## config.mk

```make
export PLATFORM = sky130hd
export DESIGN_NAME = instr_fetch_unit
export DESIGN_NICKNAME = d
export VERILOG_FILES = /design/src/rtl/instr_fetch_unit_pkg.sv /design/src/rtl/instr_fetch_unit_pc_reg.sv /design/src/rtl/instr_fetch_unit.sv
export SDC_FILE = /design/constraint.sdc
export NUM_CORES = 1
export LEC_CHECK = 0
export BUFFER_PORTS_ARGS = -buffer_cell sky130_fd_sc_hd__buf_2
export CAP_MARGIN = 5
export CELL_PAD_IN_SITES_DETAIL_PLACEMENT = 0
export CELL_PAD_IN_SITES_GLOBAL_PLACEMENT = 2
export CORE_ASPECT_RATIO = 0.75
export CORE_MARGIN = 4
export CORE_UTILIZATION = 36
export CTS_CLUSTER_SIZE = 10
export DETAILED_ROUTE_END_ITERATION = 12
export PLACE_DENSITY_LB_ADDON = 0.2
export RECOVER_POWER = 25
export REMOVE_ABC_BUFFERS = 1
export SETUP_SLACK_MARGIN = 0.5
export SYNTH_ARGS = -nofsm -noshare
export SYNTH_HDL_FRONTEND = slang
export SYNTH_SLANG_ARGS = --single-unit
```

## constraint.sdc

```tcl
create_clock -name CLK -period 4.4 [get_ports CLK]
set_clock_uncertainty 0.2 [all_clocks]
set_input_delay 0.88 -clock CLK [delete_from_list [all_inputs] [get_ports CLK]]
set_output_delay 0.88 -clock CLK [all_outputs]
set_load 0.05 [all_outputs]
```

## src/rtl/instr_fetch_unit_pkg.sv

```systemverilog
// Shared CPU definitions: instruction field positions, PC step and fetch FSM states.
package cpu_defs;

  localparam int OP_MSB   = 15;
  localparam int OP_LSB   = 11;
  localparam int FLAG_BIT = 10;
  localparam int IMM_MSB  = 9;
  localparam int IMM_LSB  = 0;
  localparam int PC_STEP  = 2;

  typedef enum logic [1:0] {
    IF_FETCH = 2'd0,
    IF_HOLD  = 2'd1,
    IF_DRAIN = 2'd2
  } if_state_e;

endpackage

```

## src/rtl/instr_fetch_unit_pc_reg.sv

```systemverilog
// Program counter: async reset to RESET_PC, halfword-aligned load, +PC_STEP increment with wrap.
module pc_reg
  import cpu_defs::*;
#(
  parameter int                ADDR_W   = 16,
  parameter logic [ADDR_W-1:0] RESET_PC = '0
) (
  input  logic              clk_i,
  input  logic              rst_i,
  input  logic              load_i,
  input  logic [ADDR_W-1:0] load_addr_i,
  input  logic              inc_i,
  output logic [ADDR_W-1:0] pc_o
);

  logic [ADDR_W-1:0] pc_q;
  logic [ADDR_W-1:0] pc_d;

  // Load wins over increment; targets are forced even because instructions are halfword aligned.
  always_comb begin
    pc_d = pc_q;
    if (load_i) begin
      pc_d = load_addr_i & ~ADDR_W'(1);
    end else if (inc_i) begin
      pc_d = pc_q + ADDR_W'(PC_STEP);
    end
  end

  always_ff @(posedge clk_i or posedge rst_i) begin
    if (rst_i) begin
      pc_q <= RESET_PC;
    end else begin
      pc_q <= pc_d;
    end
  end

  assign pc_o = pc_q;

endmodule

```

## src/rtl/instr_fetch_unit.sv

```systemverilog
// Instruction fetch: one outstanding memory request, single instruction register,
// valid/ready hand-off to decode and PC redirect handling (including draining a stale response).
module instr_fetch_unit
  import cpu_defs::*;
#(
  parameter int                ADDR_W   = 16,
  parameter int                INSTR_W  = 16,
  parameter logic [ADDR_W-1:0] RESET_PC = 16'h0000
) (
  input  logic               CLK,
  input  logic               Reset,
  output logic               mem_req,
  output logic [ADDR_W-1:0]  mem_addr,
  input  logic               mem_ack,
  input  logic [INSTR_W-1:0] mem_rdata,
  output logic [4:0]         OPCODE,
  output logic               flagbit,
  output logic [9:0]         IMM,
  output logic [ADDR_W-1:0]  instr_pc,
  output logic               instr_valid,
  input  logic               instr_ready,
  input  logic               redirect,
  input  logic [ADDR_W-1:0]  redirect_addr
);

  if_state_e          state_q, state_d;
  logic               req_q, req_d;
  logic               valid_q, valid_d;
  logic [INSTR_W-1:0] instr_q, instr_d;
  logic [ADDR_W-1:0]  ipc_q, ipc_d;
  logic [ADDR_W-1:0]  tgt_q, tgt_d;
  logic               pcLoad;
  logic               pcInc;
  logic [ADDR_W-1:0]  pcLoadAddr;
  logic [ADDR_W-1:0]  pc;

  pc_reg #(
    .ADDR_W  (ADDR_W),
    .RESET_PC(RESET_PC)
  ) u_pc_reg (
    .clk_i      (CLK),
    .rst_i      (Reset),
    .load_i     (pcLoad),
    .load_addr_i(pcLoadAddr),
    .inc_i      (pcInc),
    .pc_o       (pc)
  );

  // The PC only moves once the outstanding request is resolved, so it doubles as the fetch address.
  always_comb begin
    state_d    = state_q;
    req_d      = req_q;
    valid_d    = valid_q;
    instr_d    = instr_q;
    ipc_d      = ipc_q;
    tgt_d      = tgt_q;
    pcLoad     = 1'b0;
    pcInc      = 1'b0;
    pcLoadAddr = redirect_addr;
    unique case (state_q)
      IF_FETCH: begin
        if (!req_q) begin
          req_d  = 1'b1;
          pcLoad = redirect;
        end else if (mem_ack) begin
          if (redirect) begin
            pcLoad = 1'b1;
          end else begin
            instr_d = mem_rdata;
            ipc_d   = pc;
            pcInc   = 1'b1;
            valid_d = 1'b1;
            req_d   = 1'b0;
            state_d = IF_HOLD;
          end
        end else if (redirect) begin
          tgt_d   = redirect_addr;
          state_d = IF_DRAIN;
        end
      end
      IF_HOLD: begin
        if (redirect || instr_ready) begin
          valid_d = 1'b0;
          req_d   = 1'b1;
          pcLoad  = redirect;
          state_d = IF_FETCH;
        end
      end
      IF_DRAIN: begin
        if (redirect) begin
          tgt_d = redirect_addr;
        end
        // A redirect arriving together with the ack is the newest target.
        if (mem_ack) begin
          pcLoad     = 1'b1;
          pcLoadAddr = redirect ? redirect_addr : tgt_q;
          req_d      = 1'b1;
          state_d    = IF_FETCH;
        end
      end
      default: begin
        state_d = IF_FETCH;
        req_d   = 1'b0;
        valid_d = 1'b0;
      end
    endcase
  end

  always_ff @(posedge CLK or posedge Reset) begin
    if (Reset) begin
      state_q <= IF_FETCH;
      req_q   <= 1'b0;
      valid_q <= 1'b0;
      instr_q <= '0;
      ipc_q   <= '0;
      tgt_q   <= '0;
    end else begin
      state_q <= state_d;
      req_q   <= req_d;
      valid_q <= valid_d;
      instr_q <= instr_d;
      ipc_q   <= ipc_d;
      tgt_q   <= tgt_d;
    end
  end

  assign mem_req     = req_q;
  assign mem_addr    = pc;
  assign instr_valid = valid_q;
  assign instr_pc    = ipc_q;
  assign OPCODE      = instr_q[OP_MSB:OP_LSB];
  assign flagbit     = instr_q[FLAG_BIT];
  assign IMM         = instr_q[IMM_MSB:IMM_LSB];

endmodule

```

==> flow_metrics.env, run 1 <==
export IMPL_outcome="completed"
export IMPL_path_class="register to register"
export IMPL_cp_end_kind="register"
export IMPL_io_pins=87
export IMPL_dr_pass1_iters=4
export IMPL_synth_common_cells="65 x dfrtp_1, 45 x mux2_2, 10 x o22ai_1"
export IMPL_worstSkewPairLatency_ns=0.33
export IMPL_fmax_mhz=353
export IMPL_drcViolationCount=0
export IMPL_path_max_fanout=13
export IMPL_overflow=0
export IMPL_hold_buffers=0
export IMPL_start_util=0.380
export IMPL_synth_enable_flop_cells=0
export IMPL_worstPathArrival_ns=2.81
export IMPL_first_iter_violations=57
export IMPL_ys_types=49
export IMPL_worst_slew_pin_slew_ns=1.07
export IMPL_antenna_found_initial=0
export IMPL_multi_input_area_mm2=0.00135
export IMPL_core_area_mm2=0.00809
export IMPL_synth_most_common_cell="dfrtp_1"
export IMPL_ant_nets=0
export IMPL_num_antenna_cells=0
export IMPL_seqCellArea_mm2=0.00163
export IMPL_dieHeight_um=88.1
export IMPL_critPathMaxStageDelay_ns=0.60
export IMPL_cts_inserted_buffers=9
export IMPL_rsz0062_at_grt="no"
export IMPL_vias=2318
export IMPL_cts_root_buf="clkbuf_16"
export IMPL_yosys_area_top_type_share=0.528
export IMPL_finalHoldViolations=0
export IMPL_drv_cap=0
export IMPL_syn_area_mm2=0.00308
export IMPL_ys_warn_count=0
export IMPL_placed_area_mm2=0.00357
export IMPL_p_leak_nw=1.75
export IMPL_place_gp_congestion=0.769
export IMPL_postSynthAreaPerCell_um2=12.2
export IMPL_cts_clk_slew_worst_paths_ns=0.05
export IMPL_path_delay_family="simple AND/OR/NAND/NOR gates"
export IMPL_crit_slowest_cell="a2111oi_0"
export IMPL_power_w=0.00359
export IMPL_drt_total_wl_um=7710
export IMPL_synth_area_top_cells="dfrtp_1 53%, mux2_2 16%, mux2i_1 2.3%"
export IMPL_final_core_util=0.477
export IMPL_post_cts_resize_count=0
export IMPL_post_cts_buffers=0
export IMPL_grt_pass1_vias=2386
export IMPL_use_met1=0.239
export IMPL_fin_crit_ns=2.84
export IMPL_crit_path_cell_trace="inv_1 -> ha_1 -> nand3b_1 -> and2_1 -> a2111oi_0 -> a31oi_1"
export IMPL_clk_path_buf_depth=2
export IMPL_syn_inst=253
export IMPL_r2r_slack_ns=1.56
export IMPL_critical_path_required_ns=4.38
export IMPL_grt_pass1_wl_um=12700
export IMPL_grt_met2_usage=0.241
export IMPL_finalCritPeriodShare=0.645
export IMPL_area_growth_pct=25.4
export IMPL_nFillCells=773
export IMPL_drive_gt1_frac=0.444
export IMPL_grt_max_degree=43
export IMPL_chipWidth_um=115
export IMPL_stdcell_count=443
export IMPL_htreeDepth=3
export IMPL_synth_top_flop_cell="dfrtp_1"
export IMPL_setup_viol=0
export IMPL_wire_per_inst_um=17.4
export IMPL_fin_area_mm2=0.00386
export IMPL_yosys_register_bits=65
export IMPL_cts_tree="done"
export IMPL_cts_sinks=65
export IMPL_async_flop_share=1.00
export IMPL_crit_buf_inv=1
export IMPL_grt_busiest_layer="met2"
export IMPL_ys_seq_area_frac=0.528
export IMPL_dp_cells=428
export IMPL_numPortBuffers=83
export IMPL_avgViaCountPerCell=5.23
export IMPL_drv_slew=0
export IMPL_nNetsFinal=376
export IMPL_grt_total_usage=0.166
export IMPL_ir_drop_uv=499
export IMPL_worstSetupStartpointType="register"
export IMPL_powerDensity_mw_per_mm2=931
export IMPL_synth_largest_area_cell="dfrtp_1"
export IMPL_dpl_hpwl_um=5400
export IMPL_die_area_mm2=0.0101
export IMPL_grt_util_met3=0.0449
export IMPL_row_count=28
export IMPL_slew_headroom=0.284
export IMPL_hold_class="register to register"
export IMPL_setup_tns_ns=0
area by class of cell:
| class | count | area share |
|---|---|---|
| flip-flops and latches | 65 | 0.421 |
| multi-input cells | 165 | 0.349 |
| repair buffers | 85 | 0.111 |
| clock buffers | 12 | 0.0665 |
| well taps | 105 | 0.0340 |
| clock inverters | 3 | 0.0104 |
| inverters | 8 | 0.00778 |
per-layer routing:
layer,part of all wire,routed length (um),up-vias
li1,-,-,1102
met1,0.50,3850,1153
met2,0.44,3370,51
met3,0.047,361,12
met4,0.017,130,0
met5,0,0,-
stage by stage:
stage          hold slack (ns)  setup WS [ns]
3_3_place_gp             0.261           1.42
3_5_place_dp             0.280           1.37
5_1_grt                  0.307           1.30
4_1_cts                  0.292           1.56
2_1_floorplan            0.275          0.991
6_report                 0.294           1.56
sequential cells by signal (all words and copies together), names as in the netlist:
register,flops
instr_valid,1
instr_pc,15
tgt_q,15
state_q,2
instr_q,16
mem_req,1
u_pc_reg.pc_o,15
worst paths after layout:
path                                          start                            end  cells after the start
setup / recovery             state_q[0]$_DFFE_PP0P_  u_pc_reg.pc_o[15]$_DFFE_PP0P_                      6
hold reg to reg            instr_pc[10]$_DFFE_PP0P_       instr_pc[10]$_DFFE_PP0P_                      2
setup reg to reg             state_q[0]$_DFFE_PP0P_  u_pc_reg.pc_o[15]$_DFFE_PP0P_                      6
max in group asynchronous                     Reset            mem_req$_DFFE_PP0P_                      3
hold / removal             instr_pc[10]$_DFFE_PP0P_       instr_pc[10]$_DFFE_PP0P_                      2
min in group asynchronous                     Reset         instr_q[7]$_DFFE_PP0P_                      2
layout by cell type, fill, tap and decap left out, types with 3 or more instances in the layout:
master     netlist  layout
xnor2_1          5       5
a31oi_1          3       3
o31ai_1          3       3
mux2_2          45      45
ha_1             5       5
mux2i_1          7       7
buf_2            5      83
a22oi_1          7       7
o22ai_1         10      10
clkbuf_16        0       9
nand2_1          9       9
o21ai_0          5       5
nor3_1           5       5
nor2_1           4       4
xor2_1           4       4
nand3_1          8       8
nand3b_1         3       3
a21oi_1          4       4
nand4_1          4       4
dfrtp_1         65      65
inv_1            7       7
report_power, final:
| group | total [W] | switching (W) | internal [W] |
|---|---|---|---|
| sequential | 0.00112 | 0.000224 | 0.000898 |
| clock | 0.000712 | 0.000248 | 0.000464 |
| combinational | 0.00176 | 0.00123 | 0.000532 |
worst min-delay path, cell delays in order, from the launching register on:
cell     delay (ns)
dfrtp_1        0.34
nand2_1        0.05
o21ai_0        0.06
kinds of logic (layout without fill, tap and decap cells):
family | after synthesis | after routing | synth area share
other | 1 | 2 | 0.00122
multiplexers | 52 | 52 | 0.187
AO/OA/AOI/OAI | 46 | 46 | 0.106
adder cells (fa/ha/maj) | 5 | 5 | 0.0203
buffers and inverters | 24 | 108 | 0.0350
flip-flops | 65 | 65 | 0.528
XOR/XNOR | 9 | 9 | 0.0256
AND/OR/NAND/NOR | 51 | 51 | 0.0959
No activity file was read; power rests on OpenSTA's default activity.
==> inputs of run 2 (changes only) <==
Settings changed: ABC_AREA set to 1, CORE_UTILIZATION 36 to 27.
Clock period 4.4 ns to 2.4 ns, I/O delays scaled along.
==> run 2 against run 1 <==
Net effect:
- setup slack got worse by 1.0 ns
- global-route usage fell by 3.1 points
- power up 110%
- maximum frequency rose by 53%
- combinational power is 130% higher
- flip-flop and latch count unchanged
- first-iteration DRC count grew to 2.9 times the previous value
- cell count grew 66%
- critical path type unchanged
==> flow_metrics.env, run 2 <==
export IMPL_ys_warn_count=0
export IMPL_area_growth_pct=32.1
export IMPL_cts_tree="done"
export IMPL_powerDensity_mw_per_mm2=1590
export IMPL_synth_most_common_cell="nand2_1"
export IMPL_yosys_register_bits=65
export IMPL_finalCritPeriodShare=0.772
export IMPL_fmax_mhz=540
export IMPL_vias=3202
export IMPL_place_gp_congestion=0.819
export IMPL_cts_clk_slew_worst_paths_ns=0.05
export IMPL_path_max_fanout=6
export IMPL_yosys_area_top_type_share=0.458
export IMPL_placed_area_mm2=0.00412
export IMPL_async_flop_share=1.00
export IMPL_postSynthAreaPerCell_um2=7.59
export IMPL_fin_crit_ns=1.85
export IMPL_p_leak_nw=2.43
export IMPL_critical_path_required_ns=2.42
export IMPL_chipWidth_um=140
export IMPL_drv_slew=0
export IMPL_synth_area_top_cells="dfrtp_1 46%, nand2_1 21%, o21ai_0 3.7%"
export IMPL_synth_enable_flop_cells=0
export IMPL_outcome="completed"
export IMPL_ys_seq_area_frac=0.458
export IMPL_fin_ws_ns=0.547
export IMPL_cts_root_buf="clkbuf_16"
export IMPL_worstPathArrival_ns=1.87
export IMPL_wire_per_inst_um=13.9
export IMPL_drt_total_wl_um=10200
export IMPL_setup_tns_ns=0
export IMPL_hold_class="input port to async pin"
export IMPL_synth_top_flop_cell="dfrtp_1"
export IMPL_regMostFlops="instr_q"
export IMPL_multi_input_area_mm2=0.00176
export IMPL_path_class="register to register"
export IMPL_die_area_mm2=0.0151
export IMPL_antenna_found_initial=0
export IMPL_layout_commonest_cell="nand2_1"
export IMPL_reg2reg_depth=11
export IMPL_largest_reg_flops=16
export IMPL_drv_cap=0
export IMPL_grt_total_usage=0.135
export IMPL_avgViaCountPerCell=4.34
export IMPL_syn_inst=468
export IMPL_numPortBuffers=83
export IMPL_cp_end_kind="register"
export IMPL_power_w=0.00748
export IMPL_grt_max_degree=66
export IMPL_synth_common_cells="195 x nand2_1, 65 x dfrtp_1, 33 x inv_1, 33 x nor2_1, 26 x o21ai_0"
export IMPL_setup_viol=0
export IMPL_drive_gt1_frac=0.315
export IMPL_first_iter_violations=164
export IMPL_fin_area_mm2=0.00469
export IMPL_final_cell_mix="193 x nand2_1, 83 x buf_2, 59 x dfrtp_1"
export IMPL_grt_pass1_vias=2978
export IMPL_cts_sinks=65
export IMPL_dp_slack_ns=0.281
export IMPL_clk_path_buf_depth=2
export IMPL_nFillCells=1360
export IMPL_grt_pass1_wl_um=16000
export IMPL_nNetsFinal=608
export IMPL_dr_pass1_iters=4
export IMPL_io_pins=87
export IMPL_htreeDepth=3
export IMPL_dpl_hpwl_um=7290
export IMPL_synth_largest_area_cell="dfrtp_1"
export IMPL_worstSkewPairLatency_ns=0.33
export IMPL_dieHeight_um=107
export IMPL_ys_types=37
export IMPL_ant_nets=0
export IMPL_row_count=35
export IMPL_finalHoldViolations=0
export IMPL_start_util=0.283
export IMPL_syn_area_mm2=0.00355
export IMPL_overflow=0
export IMPL_ir_drop_uv=756
export IMPL_num_antenna_cells=0
export IMPL_core_area_mm2=0.0126
export IMPL_seqCellArea_mm2=0.00163
export IMPL_worstSetupStartpointType="register"
export IMPL_drcViolationCount=0
export IMPL_cts_inserted_buffers=9
export IMPL_rsz0062_at_grt="yes"
## run 2: per-stage QoR
stage	instances	util	hold slack, ns
2_1_floorplan	450	-	0.253
6_report	737	0.373	0.0488
4_1_cts	722	0.356	0.0371
3_3_place_gp	706	0.327	0.248
5_1_grt	737	0.373	0.0853
3_5_place_dp	706	0.327	0.254
## run 2: worst paths after layout
check / from / endpoint / slack, ns
hold / removal: Reset / tgt_q[5]$_DFFE_PP0P_ / 0.05
hold reg to reg: instr_pc[7]$_DFFE_PP0P_ / instr_pc[7]$_DFFE_PP0P_ / 0.27
max in group asynchronous: Reset / u_pc_reg.pc_o[11]$_DFFE_PP0P_ / 1.64
min in group CLK: mem_rdata[13] / instr_q[13]$_DFFE_PP0P_ / 0.15
setup / recovery: state_q[0]$_DFFE_PP0P_ / u_pc_reg.pc_o[5]$_DFFE_PP0P_ / 0.55
setup reg to reg: state_q[0]$_DFFE_PP0P_ / u_pc_reg.pc_o[5]$_DFFE_PP0P_ / 0.55
## run 2: per-layer routing
layer | global-route usage | share of wire
met1 | 0.193 | 0.50
met2 | 0.197 | 0.43
met3 | 0.0413 | 0.056
met4 | 0.0401 | 0.012
met5 | 0 | 0
## run 2: what timing repair did
action,in CTS,in global routing
hold buffers,0,0
setup buffers,0,12
gates resized for setup,13,24
pin swaps,0,6
setup endpoints to repair,46,49
cloned,0,3
## run 2: critical path: stages, from the launching register on
cell and delay [ns]:
dfrtp_2 0.44, inv_4 0.06, ha_4 0.19, nand2_8 0.09
nand2_2 0.05, inv_2 0.06, nand2_4 0.09, buf_12 0.13
nand2_4 0.11, nand2_4 0.11, a21oi_1 0.16, nor2_2 0.05
## run 2: kinds of logic (layout without fill, tap and decap cells)
logic type               Yosys count  count (layout)  synth area share
AO/OA/AOI/OAI                     62              62             0.103
XOR/XNOR                           3               3           0.00740
adder cells (fa/ha/maj)            5               5            0.0176
buffers and inverters             60             160            0.0810
flip-flops                        65              65             0.458
other                              1               2           0.00106
AND/OR/NAND/NOR                  272             274             0.333
## run 2: report_power, final
group / switching [W] / internal (W) / total [W] / leakage (nW)
registers: 0.000433 / 0.00163 / 0.00206 / 0.790
logic: 0.00292 / 0.00118 / 0.00410 / 1.50
clock network: 0.000485 / 0.000828 / 0.00131 / 0.142
## run 2: layout make-up
class / instances / share of cell area
Clock buffer: 11 / 0.0517
Clock inverter: 5 / 0.0117
Inverter: 41 / 0.0371
Multi-Input combinational cell: 346 / 0.375
Sequential cell: 65 / 0.348
Tap cell: 166 / 0.0443
Timing Repair Buffer: 102 / 0.130
Timing Repair inverter: 1 / 0.00187
==> inputs of run 3 (changes only) <==
Settings changed: CORE_UTILIZATION 27 to 30.
Clock period 2.4 ns to 1.8 ns, I/O delays scaled along.
==> run 3 against run 2 <==
Net effect:
- final area is 18% higher
- count of clock-buffer cells in the layout is 1 higher
- via count is 8.1% higher
- clock power is 42% higher
- cell count is 6.2% higher
- largest cell class unchanged
==> flow_metrics.env, run 3 (synthesis results as in run 2) <==
export IMPL_cts_root_buf="clkbuf_16"
export IMPL_drv_slew=0
export IMPL_grt_max_degree=56
export IMPL_setup_tns_ns=0
export IMPL_die_area_mm2=0.0137
export IMPL_cts_clk_slew_worst_paths_ns=0.06
export IMPL_htreeDepth=3
export IMPL_fin_crit_ns=1.77
export IMPL_drive_gt1_frac=0.395
export IMPL_grt_pass1_wl_um=17200
export IMPL_path_class="register to register"
export IMPL_r2r_slack_ns=0.03
export IMPL_finalCritPeriodShare=0.984
export IMPL_drt_total_wl_um=10800
export IMPL_area_growth_pct=55.7
export IMPL_num_antenna_cells=0
export IMPL_dpl_hpwl_um=7350
export IMPL_power_w=0.0119
export IMPL_largest_reg_flops=16
export IMPL_final_cell_mix="189 x nand2_1, 55 x dfrtp_1, 54 x buf_4"
export IMPL_reg2reg_depth=9
export IMPL_hold_class="input port to register"
export IMPL_reg2reg_to="u_pc_reg.pc_o[10]$_DFFE_PP0P_"
export IMPL_start_util=0.307
export IMPL_critical_path_required_ns=1.81
export IMPL_drv_cap=0
export IMPL_slew_headroom=0.495
export IMPL_core_area_mm2=0.0116
export IMPL_critPathMaxStageDelay_ns=0.43
export IMPL_ant_nets=0
export IMPL_powerDensity_mw_per_mm2=2150
export IMPL_nNetsFinal=659
export IMPL_rr_startpoint="state_q[0]$_DFFE_PP0P_"
export IMPL_p_leak_nw=2.83
export IMPL_clk_path_buf_depth=2
export IMPL_avgViaCountPerCell=4.42
export IMPL_crit_end="u_pc_reg.pc_o[10]$_DFFE_PP0P_"
export IMPL_crit_buf_inv=3
export IMPL_drcViolationCount=0
export IMPL_worst_slew_pin_slew_ns=0.758
export IMPL_stdcell_count=783
export IMPL_critPathLaunch="state_q[0]$_DFFE_PP0P_"
export IMPL_final_core_util=0.478
export IMPL_worstSkewPairLatency_ns=0.32
export IMPL_worstPathArrival_ns=1.78
export IMPL_numPortBuffers=83
export IMPL_antenna_found_initial=0
export IMPL_dp_cells=723
export IMPL_worst_path_most_repeated_cell="nor2_1"
export IMPL_io_pins=87
export IMPL_dieHeight_um=102
export IMPL_finalHoldViolations=0
export IMPL_layout_commonest_cell="nand2_1"
export IMPL_dp_slack_ns=-0.0159
export IMPL_chipWidth_um=134
export IMPL_setup_viol=0
export IMPL_ir_drop_uv=1000
export IMPL_grt_pass1_vias=3371
export IMPL_regMostFlops="instr_q"
export IMPL_path_depth=9
export IMPL_vias=3460
export IMPL_overflow=0
export IMPL_fin_ws_ns=0.0297
export IMPL_fmax_mhz=565
export IMPL_outcome="completed"
export IMPL_cts_inserted_buffers=9
export IMPL_cts_tree="done"
export IMPL_row_count=34
export IMPL_wire_per_inst_um=13.8
export IMPL_crit_path_cell_trace="inv_2 -> ha_4 -> inv_1 -> nor2_8 -> inv_6 -> nand2_8 -> nand2_1 -> nor2_1 -> nor2_1"
export IMPL_path_max_fanout=11
export IMPL_worstSetupStartpointType="register"
export IMPL_place_gp_congestion=0.800
export IMPL_cts_sinks=65
export IMPL_cp_end_kind="register"
export IMPL_grt_total_usage=0.161
export IMPL_dr_pass1_iters=4
export IMPL_path_delay_family="simple AND/OR/NAND/NOR gates"
export IMPL_rsz0062_at_grt="yes"
export IMPL_first_iter_violations=119
export IMPL_crit_slowest_cell="dfrtp_1"
==> run 3: changes by cell type in the layout (fill, tap and decap cells not counted), moves of 8 or more <==
cell,delta
o21ai_0,-12
buf_8,+12
buf_4,+40
buf_2,-47
buf_6,+45
o21ai_1,+8
==> run 3: layer usage <==
layer | vias up | wire length (um) | part of all wire | global-route usage
met5 | - | 0 | 0 | 0
met4 | 0 | 96 | 0.0089 | 0.0395
met3 | 10 | 554 | 0.051 | 0.0418
met2 | 62 | 4820 | 0.45 | 0.245
met1 | 1625 | 5330 | 0.49 | 0.229
li1 | 1763 | - | - | -
==> run 3: repair_timing <==
action	CTS	global route
pin swaps	11	13
setup buffers	29	10
hold buffers	2	0
gates cloned	2	2
hold endpoints to repair	10	0
gates resized for setup	150	38
endpoints found under the setup margin	113	113
==> run 3: power breakdown <==
part	internal, W	leakage (nW)	total [W]	switching (W)
Sequential	0.00218	0.788	0.00277	0.000590
Combinational	0.00294	1.89	0.00729	0.00435
Clock	0.00124	0.153	0.00186	0.000617
Total	0.00636	2.83	0.0119	0.00555
==> run 3: through the flow <==
stage          cell area (um2)  hold WS (ns)
2_1_floorplan             3430         0.253
3_3_place_gp              4280         0.105
3_5_place_dp              4280         0.107
4_1_cts                   5330        0.0238
5_1_grt                   5530        0.0230
6_report                  5530        0.0351
==> run 3: area by class of cell <==
| type | count | area, um2 |
|---|---|---|
| Inverter | 41 | 181 |
| Timing Repair inverter | 2 | 17.5 |
| Multi-Input combinational cell | 344 | 1790 |
| Fill cell | 1209 | 6040 |
| Timing Repair Buffer | 154 | 1390 |
| Clock buffer | 12 | 246 |
| Clock inverter | 3 | 65.1 |
| Sequential cell | 65 | 1640 |
| Tap cell | 162 | 203 |
==> run 3: worst min-delay path by stage <==
stage / start / to / slack (ns) / cells after the start
floorplan: tgt_q[3]$_DFFE_PP0P_ / tgt_q[3]$_DFFE_PP0P_ / 0.25 / 2
global placement: Reset / instr_pc[1]$_DFFE_PP0P_ / 0.11 / 2
detailed placement: Reset / instr_pc[1]$_DFFE_PP0P_ / 0.11 / 2
CTS: mem_rdata[9] / instr_q[9]$_DFFE_PP0P_ / 0.02 / 3
global route: mem_rdata[9] / instr_q[9]$_DFFE_PP0P_ / 0.02 / 3
finish: mem_rdata[5] / instr_q[5]$_DFFE_PP0P_ / 0.04 / 3
==> run 3: worst reg2reg max path: cells and delay by family (launching register included) <==
| family | cells | cell delay (ns) |
|---|---|---|
| simple gates | 5 | 0.57 |
| buf+inv | 3 | 0.30 |
| fa+ha+maj | 1 | 0.16 |
| flops | 1 | 0.43 |
